===== src/rtl/ex_muldiv_unit.sv =====
// Iterative RV32M multiply/divide engine for the EX stage: 32-cycle shift-add
// multiply and restoring divide on operand magnitudes, with sign fix-up at the end.
module ex_muldiv_unit (
  input  logic        clock,
  input  logic        reset,
  input  logic        start,
  input  logic        kill,
  input  logic [2:0]  funct3,
  input  logic [31:0] rs1_val,
  input  logic [31:0] rs2_val,
  input  logic [4:0]  rd,
  output logic        stall,
  output logic        done,
  output logic [31:0] result,
  output logic [4:0]  done_rd
);

  localparam logic [1:0] ST_IDLE = 2'd0;
  localparam logic [1:0] ST_RUN  = 2'd1;
  localparam logic [1:0] ST_DONE = 2'd2;

  logic [1:0]  state_q, state_d;
  logic [4:0]  count_q, count_d;
  logic [2:0]  funct3_q, funct3_d;
  logic [4:0]  rd_q, rd_d;
  logic [31:0] a_q, a_d;
  logic [31:0] b_q, b_d;
  logic        neg_q, neg_d;
  logic [63:0] acc_q, acc_d;
  logic [32:0] rem_q, rem_d;
  logic [31:0] result_q, result_d;
  logic        done_q, done_d;
  logic [4:0]  done_rd_q, done_rd_d;

  logic        a_signed, b_signed, sa, sb, neg_in;
  logic [31:0] mag_a, mag_b;
  logic        div_by_zero, div_ovf;
  logic [32:0] mul_sum;
  logic [63:0] mul_acc, prod_fix;
  logic [32:0] div_shift, div_rem;
  logic        div_fit;
  logic [31:0] div_quo, quo_fix, rem_fix, final_res;

  always_comb begin
    b_signed    = (funct3 == 3'b000) | (funct3 == 3'b001) |
                  (funct3 == 3'b100) | (funct3 == 3'b110);
    a_signed    = b_signed | (funct3 == 3'b010);
    sa          = a_signed & rs1_val[31];
    sb          = b_signed & rs2_val[31];
    mag_a       = sa ? (~rs1_val + 32'd1) : rs1_val;
    mag_b       = sb ? (~rs2_val + 32'd1) : rs2_val;
    div_by_zero = funct3[2] & (rs2_val == 32'd0);
    div_ovf     = funct3[2] & ~funct3[0] & (rs1_val == 32'h8000_0000) &
                  (rs2_val == 32'hFFFF_FFFF);
    // Single negate flag: product sign, quotient sign, or dividend sign for REM.
    if (funct3[2]) begin
      neg_in = funct3[0] ? 1'b0 : (funct3[1] ? sa : (sa ^ sb));
    end else begin
      neg_in = sa ^ sb;
    end
  end

  always_comb begin
    mul_sum   = {1'b0, acc_q[63:32]} + (acc_q[0] ? {1'b0, a_q} : 33'd0);
    mul_acc   = {mul_sum, acc_q[31:1]};
    div_shift = {rem_q[31:0], acc_q[31]};
    div_fit   = (div_shift >= {1'b0, b_q});
    div_rem   = div_fit ? (div_shift - {1'b0, b_q}) : div_shift;
    div_quo   = {acc_q[30:0], div_fit};
    prod_fix  = neg_q ? (~mul_acc + 64'd1) : mul_acc;
    quo_fix   = neg_q ? (~div_quo + 32'd1) : div_quo;
    rem_fix   = neg_q ? (~div_rem[31:0] + 32'd1) : div_rem[31:0];
    case (funct3_q)
      3'b000:         final_res = prod_fix[31:0];
      3'b001, 3'b010,
      3'b011:         final_res = prod_fix[63:32];
      3'b100, 3'b101: final_res = quo_fix;
      default:        final_res = rem_fix;
    endcase
  end

  always_comb begin
    state_d   = state_q;
    count_d   = count_q;
    funct3_d  = funct3_q;
    rd_d      = rd_q;
    a_d       = a_q;
    b_d       = b_q;
    neg_d     = neg_q;
    acc_d     = acc_q;
    rem_d     = rem_q;
    result_d  = result_q;
    done_d    = 1'b0;
    done_rd_d = done_rd_q;
    case (state_q)
      ST_IDLE: begin
        if (start && !kill) begin
          funct3_d = funct3;
          rd_d     = rd;
          a_d      = mag_a;
          b_d      = mag_b;
          neg_d    = neg_in;
          count_d  = 5'd0;
          if (div_by_zero || div_ovf) begin
            if (div_by_zero) begin
              result_d = funct3[1] ? rs1_val : 32'hFFFF_FFFF;
            end else begin
              result_d = funct3[1] ? 32'd0 : 32'h8000_0000;
            end
            done_d    = 1'b1;
            done_rd_d = rd;
            state_d   = ST_DONE;
          end else begin
            // Multiply keeps the multiplier in the low half; divide keeps the dividend there.
            acc_d   = funct3[2] ? {32'd0, mag_a} : {32'd0, mag_b};
            rem_d   = 33'd0;
            state_d = ST_RUN;
          end
        end
      end
      ST_RUN: begin
        if (kill) begin
          state_d = ST_IDLE;
        end else begin
          acc_d   = funct3_q[2] ? {32'd0, div_quo} : mul_acc;
          rem_d   = funct3_q[2] ? div_rem : rem_q;
          count_d = count_q + 5'd1;
          if (count_q == 5'd31) begin
            result_d  = final_res;
            done_d    = 1'b1;
            done_rd_d = rd_q;
            state_d   = ST_DONE;
          end
        end
      end
      ST_DONE: begin
        state_d = ST_IDLE;
      end
      default: begin
        state_d = ST_IDLE;
      end
    endcase
  end

  always_ff @(posedge clock or posedge reset) begin
    if (reset) begin
      state_q   <= ST_IDLE;
      count_q   <= 5'd0;
      funct3_q  <= 3'd0;
      rd_q      <= 5'd0;
      a_q       <= 32'd0;
      b_q       <= 32'd0;
      neg_q     <= 1'b0;
      acc_q     <= 64'd0;
      rem_q     <= 33'd0;
      result_q  <= 32'd0;
      done_q    <= 1'b0;
      done_rd_q <= 5'd0;
    end else begin
      state_q   <= state_d;
      count_q   <= count_d;
      funct3_q  <= funct3_d;
      rd_q      <= rd_d;
      a_q       <= a_d;
      b_q       <= b_d;
      neg_q     <= neg_d;
      acc_q     <= acc_d;
      rem_q     <= rem_d;
      result_q  <= result_d;
      done_q    <= done_d;
      done_rd_q <= done_rd_d;
    end
  end

  assign stall   = ((state_q == ST_IDLE) && start && !kill) || (state_q == ST_RUN);
  assign done    = done_q;
  assign result  = result_q;
  assign done_rd = done_rd_q;

endmodule


===== config.mk =====
export PLATFORM = sky130hd
export DESIGN_NAME = ex_muldiv_unit
export DESIGN_NICKNAME = d
export VERILOG_FILES = /design/src/rtl/ex_muldiv_unit.sv
export SDC_FILE = /design/constraint.sdc
export NUM_CORES = 1
export LEC_CHECK = 0
export CAP_MARGIN = 20
export CORE_ASPECT_RATIO = 1.2
export CORE_UTILIZATION = 35
export DETAILED_ROUTE_END_ITERATION = 10
export PLACE_DENSITY = 0.54
export SETUP_SLACK_MARGIN = 0.02
export SLEW_MARGIN = 20
export SYNTH_ARGS = -nofsm -noshare
export SYNTH_HDL_FRONTEND = slang
export SYNTH_SLANG_ARGS = --single-unit
export TNS_END_PERCENT = 5

===== constraint.sdc =====
create_clock -name clock -period 6.6 [get_ports clock]
set_input_delay 0.99 -clock clock [delete_from_list [all_inputs] [get_ports clock]]
set_output_delay 0.99 -clock clock [all_outputs]
set_load 0.01 [all_outputs]

# [Yosys cells after proc, flatten, opt, wreduce, memory -nomap -nowiden]
# Cells that the tools add are included.
[word_totals] out_inout_bits=39 in_bits=76 elab_cells=125 ff_bits=214
[op_classes] mux=48 eq_ne=20 reduce_logical=19 bitwise=17 order_cmp=1 n_addsub=8
[ops] operator="2-to-1 mux 32 bit" count=18
[ops] operator="2-to-1 mux 64 bit" count=5
[ops] operator="adder 32 x 1 -> 32 bit, second input constant" count=4
[ops] operator="NOT 32 bit" count=4
[ops] operator="case mux 32 bit (2 select lines)" count=2
[ops] operator="case mux 64 bit (2 select lines)" count=1
[ops] operator="case mux 32 bit (3 select lines)" count=1
[ops] operator="adder 64 x 1 -> 64 bit, second input constant" count=1
[ops] operator="== test 32 bit, second input constant" count=2
[ops] operator="NOT 64 bit" count=1
[ops] operator="adder 32 x 32 -> 33 bit" count=1
[ops] operator=">= comparator 33 x 32 -> 1 bit" count=1
[ops] operator="zero test 32 bit" count=1
[ops] operator="subtractor 32 bit" count=1
[ops] operator="2-to-1 mux 5 bit" count=6
[ops] operator="case mux 5 bit (2 select lines)" count=2
[ops] operator="== test 3 bit, second input constant" count=4
[ops] operator="inequality test 2 bit, second input constant" count=6
[ops] operator="AND reduction 5 bit" count=2
[ops] operator="== test 3 x 2 -> 1 bit, second input constant" count=3
[ops] operator="2-to-1 mux 2 bit" count=4
[ops] operator="2-to-1 mux 1 bit" count=7
[ops] operator="bitwise AND 1 bit" count=6
[ops] operator="== test 3 x 1 -> 1 bit, second input constant" count=2
[ops] operator="20 further kinds" count=28

# [Longest topological paths before layout]
# Gate-level depths: netlist (run 1).
[depth] depth_word=11 ltp_mapped=23 ltp_nobuf=19

# [Least setup slack after synthesis (run 1)]
# No wires, ideal clock.
[synth_timing] path_type="register to register" startpoint="register rem_q[23]" endpoint="register result_q[28] (netlist: result[28])" stages_incl_launch_ff=22 path_slack_ns=1.350 setup_time_ns=0.083 arrival_time_ns=5.168 t_required_ns=6.517 synth_period_minus_slack_ns=5.250 path_buffers=3 path_cell_list="dfrtp_1 > ha_1 > and2_1 > and2_1 > a221o_1 > or3b_2 > o22a_1 > clkinv_1 > clkbuf_1 > buf_1 > clkbuf_1 > nor2_1 > a21oi_1 > ha_1 > nand2_1 > nor4b_1 > a21oi_1 > or3_1 > o31ai_1 > xor2_1 > o21ai_0 > o21ai_0"
[synth_between] elab_chain_len=9 elab_cells_between_ends=13 cone_classes="add/sub: 3; order compare: 1; mux: 7; bitwise: 2"
[synth_lines] element="start: declaration" line="30" rtl="logic [32:0] rem_q, rem_d;"
[synth_lines] element="start signal: assignment" line="168" rtl="rem_q <= rem_d;"
[synth_lines] element="subtractor 32 bit or >= comparator 33 x 32 -> 1 bit (tied branches)" line="68, 67"
[synth_lines] element="2-to-1 mux 32 bit" line="68" rtl="div_rem = div_fit ? (div_shift - {1'b0, b_q}) : div_shift;"
[synth_lines] element="NOT 32 bit" line="72" rtl="rem_fix = neg_q ? (~div_rem[31:0] + 32'd1) : div_rem[31:0];"
[synth_lines] element="adder 32 x 1 -> 32 bit" line="72"
[synth_lines] element="2-to-1 mux 32 bit" line="72"
[synth_lines] element="case mux 32 bit (3 select lines) (*)" line="73" rtl="case (funct3_q)"
[synth_lines] element="2-to-1 mux 32 bit (*)" line="128" rtl="if (count_q == 5'd31) begin"
[synth_lines] element="2-to-1 mux 32 bit (*)" line="122" rtl="if (kill) begin"
[synth_lines] element="case mux 32 bit (2 select lines) (*)" line="95" rtl="case (state_q)"
[synth_lines] element="end signal: assignment" line="169" rtl="result_q <= result_d;"
[synth_lines] element="end: declaration" line="31" rtl="logic [31:0] result_q, result_d;"
# Mark *: on every way between the ends. The rest lies on a longest branch, timed or not. The select of a mux whose other input is x is not followed.
# A chain may end at the register's enable or synchronous reset.

# [Worst setup path in the final report (run 1)]
[layout_timing] startpoint="register rem_q[3]" endpoint="register result_q[28] (netlist: result[28])"
# The elaborated chain is that of the path after synthesis.

==> results of run 1 <==
## power by group through the flow
stage | Combinational, mW | Sequential [mW] | Clock [mW]
2_1_floorplan | 1.44 | 1.53 | 0
3_3_place_gp | 2.00 | 1.65 | 0
3_5_place_dp | 2.00 | 1.65 | 0
4_1_cts | 2.01 | 1.63 | 1.65
5_1_grt | 2.22 | 1.65 | 1.69
6_report | 2.05 | 1.63 | 1.62
## how the worst max path moves through the flow
stage	startpoint	endpoint	slack, ns
final	rem_q[3]	result[28]	1.03
after global routing	rem_q[3]	result[26]	0.53
after CTS	rem_q[3]	result[28]	1.12
after detailed placement	rem_q[3]	result[28]	1.19
after global placement	acc_q[0]	result[31]	1.29
after floorplan	rem_q[23]	result[28]	1.35
## Yosys cell counts, types with 70 or more instances
| cell | count | area (um2) |
|---|---|---|
| mux2i_1 | 90 | 901 |
| nor2_1 | 156 | 586 |
| a21oi_1 | 159 | 796 |
| clkbuf_1 | 146 | 548 |
| o31ai_1 | 86 | 646 |
| inv_1 | 70 | 263 |
| xor2_1 | 97 | 850 |
| xnor2_1 | 114 | 998 |
| ha_1 | 72 | 901 |
| dfrtp_1 | 214 | 5360 |
| nand2_1 | 374 | 1400 |
| o21ai_0 | 299 | 1500 |
## cells in the final DEF, fill, tap and decap left out, types with 35 or more instances in the layout
master,instances
a21oi_1,159
and2_1,58
buf_4,35
clkdlybuf4s50_1,113
dfrtp_1,212
ha_1,72
inv_1,69
mux2i_1,90
nand2_1,374
nand3_1,37
nand4_1,38
nor2_1,155
nor3_1,48
o21ai_0,299
o31ai_1,86
xnor2_1,113
xor2_1,97
## registers in the layout, summed over array words and instances, names as in the netlist, 3 cells and up
name / cells
funct3_q: 3
result: 32
rem_q: 32
acc_q: 64
b_q: 32
count_q: 5
done_rd: 5
a_q: 32
rd_q: 5
## layout make-up
| type | instances | area share, % |
|---|---|---|
| multi-input cells | 2035 | 59.1 |
| flip-flops and latches | 214 | 24.7 |
| repair buffers | 150 | 6.53 |
| well taps | 712 | 4.10 |
| clock buffers | 35 | 3.49 |
| inverters | 72 | 1.26 |
| clock inverters | 16 | 0.853 |
## cell families after synthesis
group / synth area share (%)
AO/OA/AOI/OAI: 25.6
adder cells (fa/ha/maj): 4.92
flip-flops: 28.0
XOR/XNOR: 9.67
buffers and inverters: 5.11
AND/OR/NAND/NOR: 21.7
multiplexers: 5.01
## routing by layer
metal,routed length [um],vias up
li1,-,8985
met1,32400,9332
met2,38800,712
met3,4310,171
met4,5980,0
met5,0,-
## per-stage QoR
step	setup WS, ns	total power [mW]	hold WS (ns)
floorplan	1.35	2.96	0.442
global placement	1.29	3.64	0.457
detailed placement	1.19	3.65	0.463
CTS	1.12	5.29	0.475
global route	0.531	5.56	0.494
finish	1.03	5.30	0.469
## worst max-delay path: stages (launching register included)
cell	delay [ns]
dfrtp_1	0.44
ha_1	0.50
o211a_1	0.21
a21boi_0	0.43
o211a_1	0.29
o311a_1	0.24
o22a_1	0.19
clkinv_1	0.43
a21oi_1	0.44
ha_1	0.31
nand2_1	0.07
nor4b_1	0.44
a21oi_1	0.25
or3_1	0.46
o31ai_1	0.30
xor2_1	0.18
o21ai_0	0.09
o21ai_0	0.19
==> impl_results.md, run 1 <==
- Hold Path Class: register to register
- Clock transition at path regs: around 0.060 ns
- Die X: 215 um
- Initial antenna violation count: 1
- R2R Path Start: rem_q[3]
- Seq pwr share: between 30% and 40%
- Share of layout cells above drive strength 1: around 5.5%
- Slew Limit Fails: 0
- CP max FO: 13
- Clock period minus final worst setup slack: between 5 and 6 ns
- Routed vias: about 19000
- Via density: approximately 5.9
- Global-route wire length before repair: between 100 and 150 mm
- Final setup viols: 0
- Crit start category: register
- Synthesized instance count: around 2500
- First-pass detailed-route iteration total: 5
- GR Util All Layers: between 20% and 30%
- Distinct cells, synth: ~90
- Highest Clock Rate: around 180 MHz
- Syn Nets: ~2600
- Max VDD drop: 200 uV
- Worst Tran Pin Value: ~1.1 ns
- GRT overflow: 0
- Hold Path Cell Cnt: 2
- Reg2reg path depth: 17
- Clock power frac: a little under a third
- Placed cell areas: roughly 21000 um2
- Skew-Pair Late Insertion Delay: 0.59 ns
- Total negative setup slack: 0 ns
- Flop-to-flop setup slack: roughly 1.0 ns
- Busiest layer in global routing: met2
- Crit path kind: register to register
- Hold Path End: a_q[23]
- Wire per inst: about 25 um
- Area grow syn2layout: 13.6%
- Vias in the first global route: around 18000
- CP endpoint kind: register
- PwrDens: between 200 and 250 nW/um2
- Hold Path Origin: a_q[23]
- Cell area after synthesis: about 19000 um2
- Final instance count without filler cells: 3234
- Psw: 2.21 mW
- Post-cts hold buffer count: 0
- Met1 GRT Util: approximately a third
- # rows: 93
- Leak: slightly below 9 nW
- Prevailing post-synth register cell: dfrtp_1
- Remaining DRCs: 0
- RePlAce Congestion: just under 1
- Sequential share of the synthesized area: 28.0%
- Final ANT Viol Nets: 0
- Final hold viol count: 0
- Antenna cells: 0
- Filler cell count: between 5000 and 6000
- Max cap viols: 0
- Post-CTS sizing: 0
- Worst reg2reg path endpoint: result[28]
- Asr flop ratio synth: 100%
- Placeable Area: roughly 54000 um2
- Final Cycle Share: between 80 and 90%
- Initial core utilization: between 30 and 40%
- Port-buffer cells: between 100 and 150
- Clk sinks: ~210
- CTS Buf Count: 28
- Final core utilization: between 40 and 50%
- Die height: approximately 260 um
- Cell area after layout: roughly 22000 um2
- Register area: 5360 um2
- Clock Tree Root: clkbuf_16
- Multi-input logic area: around 13000 um2
- Worst endpoint required time: a little over 7 ns
- Detail Placement HPWL: 63.3 mm
- Global-route met3 utilization: around 2.7%
- CTS tree: done
- Met2 Usage GRT: 48.8%
- Sw Ratio: 41.7%
- Number of synthesis warnings: 0
- IO Count: approximately 120
- Slew HR: around a quarter
- Final #Nets: ~2700
- RSZ-0062 raised after global routing: false
- Status: finished clean
- Clk_skew: 0.0346 ns
- DRT Wirelength: just over 80 mm
- Worst EP arrival: between 6 and 7 ns
- CTS H-tree depth: 1
- Comb pwr share: between 30 and 40%
- Post-Place Cells: between 3000 and 4000
- Synth Register Bits: 214
- Pin count of the biggest net entering global routing: between 100 and 150
- Die area: roughly 56000 um2
- Post-synth EDFFs: 0
- CTS Buffer Depth: 3
- Initial DRC Count: about 1700
- Mapped Avg Cell Area: ~7.7 um2
- Post-CTS Setup Inserts: 0
- Int Power: 3.09 mW
Power figures use the tool's default switching activity.
==> run 2, diff against run 1 <==
==> constraint.sdc (replaced) <==
create_clock -name clock -period 5.1 [get_ports clock]
set_input_delay 0.765 -clock clock [delete_from_list [all_inputs] [get_ports clock]]
set_output_delay 0.765 -clock clock [all_outputs]
set_load 0.01 [all_outputs]
==> impl_results.md, run 2 (same netlist as run 1, synthesis figures left out) <==
- Status: finished clean (unchanged)
- Die area: 55600 um2 (unchanged)
- Most used cell, CP: o21ai_1
- Final instance count without filler cells: 3326 (was 3234)
- Via density: 5.94 (about the same)
- Skew-Pair Late Insertion Delay: 0.57 ns (was 0.59 ns)
- Die X: 215 um (unchanged)
- Placed cell areas: 21500 um2 (was 20800 um2)
- Die height: 258 um (unchanged)
- CP max-delay cell: or4b_1 (was ha_1)
- CP max FO: 14 (was 13)
- Leak: 9.40 nW (was 8.94 nW)
- Remaining DRCs: 0 (unchanged)
- Filler cell count: 5490 (was 5549)
- Detail Placement HPWL: 67.0 mm (was 63.3 mm)
- Initial core utilization: 35.6% (unchanged)
- # rows: 93 (unchanged)
- CTS Buf Count: 27 (was 28)
- PwrDens: 314 nW/um2 (was 244 nW/um2)
- GR Util All Layers: 30.0% (was 28.8%)
- Initial DRC Count: 1987 (was 1704)
- Port-buffer cells: 114 (unchanged)
- Area grow syn2layout: 17.6% (was 13.6%)
- CTS tree: done (unchanged)
- Clock period minus final worst setup slack: 4.91 ns (was 5.57 ns)
- Total negative setup slack: 0 ns (unchanged)
- Share of layout cells above drive strength 1: 9.10% (was 5.47%)
- Post-cts hold buffer count: 0 (unchanged)
- Critical Path Max Stage Delay: 0.60 ns (was 0.50 ns)
- Most frequent cells in the layout: nand2_1 (374), o21ai_0 (297), dfrtp_1 (212), a21oi_1 (159), nor2_1 (153) (was nand2_1 (374), o21ai_0 (299), dfrtp_1 (212), a21oi_1 (159), nor2_1 (155))
- RSZ-0062 raised after global routing: true (was false)
- Crit start category: register (unchanged)
- Max VDD drop: 253 uV (was 200 uV)
- Worst EP arrival: 5.36 ns (was 6.05 ns)
- Worst endpoint required time: 5.55 ns (was 7.08 ns)
- Final Cycle Share: 96.3% (was 84.4%)
- Post-Place Cells: 3276 (was 3183)
- Max cap viols: 0 (unchanged)
- Most common cell after layout, fill and taps aside: nand2_1 (unchanged)
- Clock transition at path regs: 0.06 ns (about the same)
- Worst Tran Pin Value: 1.16 ns (was 1.09 ns)
- Highest Clock Rate: 204 MHz (was 179 MHz)
- CTS Buffer Depth: 3 (unchanged)
- CP endpoint kind: register (unchanged)
- RePlAce Congestion: 0.977 (was 0.982)
- Max reg flops: 64 (unchanged)
- Antenna cells: 0 (unchanged)
- Final ANT Viol Nets: 0 (unchanged)
- Placeable Area: 53800 um2 (unchanged)
- GRT overflow: 0 (unchanged)
- Final #Nets: 2745 (was 2651)
- Most flop-heavy register: acc_q (unchanged)
- Slew HR: 21.9% (was 26.3%)
- CP startpoint: acc_q[0] (was rem_q[3])
- CP cell instances: and2_1 -> ha_1 -> a21oi_1 -> o21a_1 -> o21ai_0 -> or2_2 -> a2111oi_0 -> nor3_1 -> or4b_1 -> or2_4 -> o21ai_1 -> xnor2_1 -> a221oi_1 -> buf_4 -> o21ai_1 (was ha_1 -> o211a_1 -> a21boi_0 -> o211a_1 -> o311a_1 -> o22a_1 -> clkinv_1 -> a21oi_1 -> ha_1 -> nand2_1 -> nor4b_1 -> a21oi_1 -> or3_1 -> o31ai_1 -> xor2_1 -> o21ai_0 -> o21ai_0)
- Crit path kind: register to register (unchanged)
- Wire per inst: 25.7 um (was 25.2 um)
- Clock Tree Root: clkbuf_16 (unchanged)
- Pin count of the biggest net entering global routing: 103 (was 136)
- Clk_skew: 0.0165 ns (was 0.0346 ns)
- Final core utilization: 41.8% (was 40.4%)
- Hold Path Class: register to register (unchanged)
- Final hold viol count: 0 (unchanged)
- Initial antenna violation count: 1 (unchanged)
- CTS H-tree depth: 1 (unchanged)
- First-pass detailed-route iteration total: 7 (was 5)
- Hold Path Origin: a_q[25] (was a_q[23])
- Routed vias: 19800 (was 19200)
- R2R Path Start: acc_q[0] (was rem_q[3])
- Slew Limit Fails: 0 (unchanged)
- Total chip power: 7.05 mW (was 5.30 mW)
- Vias in the first global route: 19000 (was 18500)
- IO Count: 115 (unchanged)
- Global-route wire length before repair: 126 mm (was 121 mm)
- Final setup viols: 0 (unchanged)
- Clk sinks: 214 (unchanged)
- DRT Wirelength: 85.5 mm (was 81.4 mm)
- Cell area after layout: 22500 um2 (was 21700 um2)
run 2: changes by cell type in the layout (fill, tap and decap cells not counted), sizes merged:
cell	previous run	this run
buf	37	132
clkbuf	35	33
inv	72	70
bufinv	3	4
run 2: what timing repair did:
item / CTS / global route
endpoints found under the setup margin: 0 / 9
gates resized for setup: 0 / 7
buffers inserted: 0 / 2
run 2: worst max-delay path, delay by kind of cell (launching register included):
family	cells	cell delay (ns)
fa+ha+maj	1	0.38
flops	1	0.50
buf+inv	1	0.18
xor+xnor	1	0.11
compound gates	7	1.91
simple gates	5	1.71
run 2: stage by stage:
stage          setup WS, ns  hold WS, ns
2_1_floorplan        -0.150        0.442
3_3_place_gp          0.230        0.454
3_5_place_dp          0.233        0.463
4_1_cts               0.228        0.477
5_1_grt             0.00416        0.485
6_report              0.191        0.473
run 2: worst paths after layout:
path	cells after the start	slack (ns)	to
setup / recovery	15	0.19	result[25]
hold / removal	2	0.47	a_q[25]
setup reg to reg	15	0.19	result[25]
hold reg to reg	2	0.47	a_q[25]
max in group asynchronous	3	3.18	b_q[6]
min in group asynchronous	2	0.67	acc_q[58]
run 2: routing by layer:
metal  global-route usage [%]  part of all wire [%]
met5                        0                 0.015
met4                     19.2                   7.2
met3                     2.93                   5.5
met2                     50.6                    47
met1                     36.6                    40
run 2: cell type report:
cell class / count / area (um2) / area share, %
Clock buffer: 33 / 738 / 3.28
Timing Repair Buffer: 245 / 2170 / 9.65
Sequential cell: 214 / 5360 / 23.8
Clock inverter: 15 / 191 / 0.852
Tap cell: 712 / 891 / 3.96
Multi-Input combinational cell: 2035 / 12800 / 57.2
Inverter: 72 / 278 / 1.24
run 2: report_power, final:
| part | leakage, nW | internal [mW] | switching [mW] |
|---|---|---|---|
| Clock | 0.457 | 1.23 | 0.864 |
| Sequential | 2.82 | 1.88 | 0.243 |
| Combinational | 6.12 | 1.03 | 1.81 |
| Total | 9.40 | 4.13 | 2.92 |
==> run 3, diff against run 2 <==
--- a/config.mk
+++ b/config.mk
@@ -8,6 +8,7 @@
 export CAP_MARGIN = 20
 export CORE_ASPECT_RATIO = 1.2
 export CORE_UTILIZATION = 35
+export CTS_BUF_LIST = sky130_fd_sc_hd__clkbuf_4
 export DETAILED_ROUTE_END_ITERATION = 10
 export PLACE_DENSITY = 0.54
 export SETUP_SLACK_MARGIN = 0.02
==> impl_results.md, run 3 (same netlist as run 1, synthesis figures left out) <==
- Pin count of the biggest net entering global routing: 103 (unchanged)
- Post-cts hold buffer count: 0 (unchanged)
- Initial antenna violation count: 3 (was 1)
- RSZ-0062 raised after global routing: true (unchanged)
- Sw Ratio: 43.9% (was 41.4%)
- Wire per inst: 25.5 um (was 25.7 um)
- Worst Tran Pin Value: 1.17 ns (was 1.16 ns)
- # rows: 93 (unchanged)
- Routed vias: 20000 (was 19800)
- Vias in the first global route: 19300 (was 19000)
- Max cap viols: 0 (unchanged)
- First-pass detailed-route iteration total: 7 (unchanged)
- R2R Path Start: acc_q[0] (unchanged)
- Total chip power: 6.62 mW (was 7.05 mW)
- Int Power: 3.71 mW (was 4.13 mW)
- Most frequent cells in the layout: nand2_1 (374), o21ai_0 (297), dfrtp_1 (212), a21oi_1 (159), nor2_1 (153) (unchanged)
- Clk_skew: 0.0803 ns (was 0.0165 ns)
- Die area: 55600 um2 (unchanged)
- Flop-to-flop setup slack: 0.25 ns (was 0.19 ns)
- RePlAce Congestion: 0.977 (unchanged)
- Die X: 215 um (unchanged)
- Clock Tree Root: clkbuf_4 (was clkbuf_16)
- Comb pwr share: 42.9% (was 40.3%)
- Status: finished clean (unchanged)
- Crit path kind: register to register (unchanged)
- CTS Buffer Depth: 3 (unchanged)
- Final #Nets: 2779 (was 2745)
- CTS Buf Count: 61 (was 27)
- Worst endpoint required time: 5.80 ns (was 5.55 ns)
- CP endpoint kind: register (unchanged)
- Clock power frac: 25.1% (was 29.7%)
- Clock period minus final worst setup slack: 4.85 ns (was 4.91 ns)
- Initial core utilization: 35.6% (unchanged)
- GR Util All Layers: 30.5% (was 30.0%)
- Remaining DRCs: 0 (unchanged)
- CTS tree: done (unchanged)
- Area grow syn2layout: 16.8% (was 17.6%)
- Final setup viols: 0 (unchanged)
- Final core utilization: 41.5% (was 41.8%)
- Hold Path End: funct3_q[2] (was a_q[25])
- Skew-Pair Late Insertion Delay: 0.85 ns (was 0.57 ns)
- Clock transition at path regs: 0.08 ns (was 0.06 ns)
- Die height: 258 um (unchanged)
- Slew Limit Fails: 0 (unchanged)
- GRT overflow: 0 (unchanged)
- Global-route wire length before repair: 127 mm (was 126 mm)
- Via density: 5.90 (was 5.94)
- Detail Placement HPWL: 67.0 mm (unchanged)
- Placeable Area: 53800 um2 (unchanged)
- Hold Path Cell Cnt: 3 (was 2)
- Multi-input logic area: 12900 um2 (was 12800 um2)
- Worst reg2reg path endpoint: result[31] (was result[25])
- Crit start category: register (unchanged)
- Max VDD drop: 152 uV (was 253 uV)
- Most common cell after layout, fill and taps aside: nand2_1 (unchanged)
- Psw: 2.91 mW (was 2.92 mW)
- Highest Clock Rate: 206 MHz (was 204 MHz)
- Reg2reg path depth: 14 (was 15)
- Initial DRC Count: 1933 (was 1987)
- Register area: 5360 um2 (unchanged)
- Seq pwr share: 32.0% (was 30.1%)
- CP max FO: 14 (unchanged)
- Hold Path Origin: funct3[2] (was a_q[25])
- IO Count: 115 (unchanged)
- Share of layout cells above drive strength 1: 10.9% (was 9.10%)
- Final Cycle Share: 95.1% (was 96.3%)
- Filler cell count: 5573 (was 5490)
- DRT Wirelength: 86.5 mm (was 85.5 mm)
- Hold WS: 0.242 ns (was 0.473 ns)
- Hold Path Class: input port to register (was register to register)
- Leak: 9.40 nW (about the same)
- Final ANT Viol Nets: 0 (unchanged)
- Clk sinks: 214 (unchanged)
- Port-buffer cells: 114 (unchanged)
- Most flop-heavy register: acc_q (unchanged)
- Slew HR: 21.7% (was 21.9%)
- Worst EP arrival: 5.55 ns (was 5.36 ns)
- Final hold viol count: 0 (unchanged)
- Max reg flops: 64 (unchanged)
- CTS H-tree depth: 2 (was 1)
- PwrDens: 296 nW/um2 (was 314 nW/um2)
==> run 3: changes by cell type in the layout (fill, tap and decap cells not counted), sizes merged <==
cell | previous run | this run
clkbuf | 33 | 91
clkinv | 9 | 19
diode | 0 | 6
bufinv | 4 | 0
clkinvlp | 4 | 2
==> run 3: routing by layer <==
| layer | GRT usage (%) | part of all wire [%] | vias up |
|---|---|---|---|
| li1 | - | - | 9294 |
| met4 | 19.8 | 6.9 | 2 |
| met5 | 0 | 0.0093 | - |
| met3 | 4.12 | 6.0 | 228 |
| met1 | 37.1 | 40 | 9631 |
| met2 | 50.6 | 47 | 868 |
==> run 3: repair_timing <==
| item | 4_1_cts | 5_1_grt |
|---|---|---|
| gates resized for setup | 0 | 9 |
| setup buffers | 0 | 2 |
| setup endpoints to repair | 0 | 8 |
==> run 3: power groups by stage <==
| stage | registers [mW] | clock network, mW | logic, mW |
|---|---|---|---|
| after floorplan | 1.98 | 0 | 1.86 |
| after global placement | 2.14 | 0 | 2.76 |
| after detailed placement | 2.15 | 0 | 2.76 |
| after CTS | 2.11 | 1.71 | 2.78 |
| after global routing | 2.14 | 1.80 | 3.05 |
| final | 2.12 | 1.66 | 2.84 |
==> run 3: worst max-delay path, cell delays in order, from the launching register on <==
cell and delay (ns):
dfrtp_1 0.50, and2_1 0.22, ha_1 0.37, a21oi_1 0.31, o21a_1 0.26, o21ai_0 0.28
or2_2 0.44, a2111oi_0 0.44, nor3_1 0.16, or4b_1 0.60, or2_4 0.29, nor3_4 0.19
a311o_1 0.18, o211ai_1 0.15, a221o_1 0.35
==> run 3: cell type report <==
cell class / count / area share, %
Timing Repair Buffer: 245 / 9.71
Antenna cell: 6 / 0.0672
Sequential cell: 214 / 24.0
Inverter: 72 / 1.24
Multi-Input combinational cell: 2035 / 57.6
Tap cell: 712 / 3.99
Clock buffer: 91 / 3.06
Clock inverter: 19 / 0.364
==> run 3: worst max path at each step <==
| stage | startpoint | slack (ns) | end | depth (start not counted) |
|---|---|---|---|---|
| 6_report | acc_q[0] | 0.25 | result[31] | 14 |
| 5_1_grt | b_q[8] | 0.0006 | result[28] | 19 |
| 4_1_cts | rem_q[1] | 0.18 | result[26] | 18 |
| 3_5_place_dp | b_q[2] | 0.23 | result[18] | 20 |
| 3_3_place_gp | b_q[2] | 0.23 | result[31] | 16 |
| 2_1_floorplan | rem_q[23] | -0.15 | result[28] | 21 |
==> run 3: per-stage QoR <==
stage	setup slack (ns)	cells	cell area [um2]	setup TNS (ns)
3_3_place_gp	0.230	3276	21500	0
2_1_floorplan	-0.150	2498	19100	-0.458
4_1_cts	0.182	3386	22300	0
5_1_grt	0.000577	3391	22300	0
3_5_place_dp	0.233	3276	21500	0
6_report	0.251	3394	22300	0
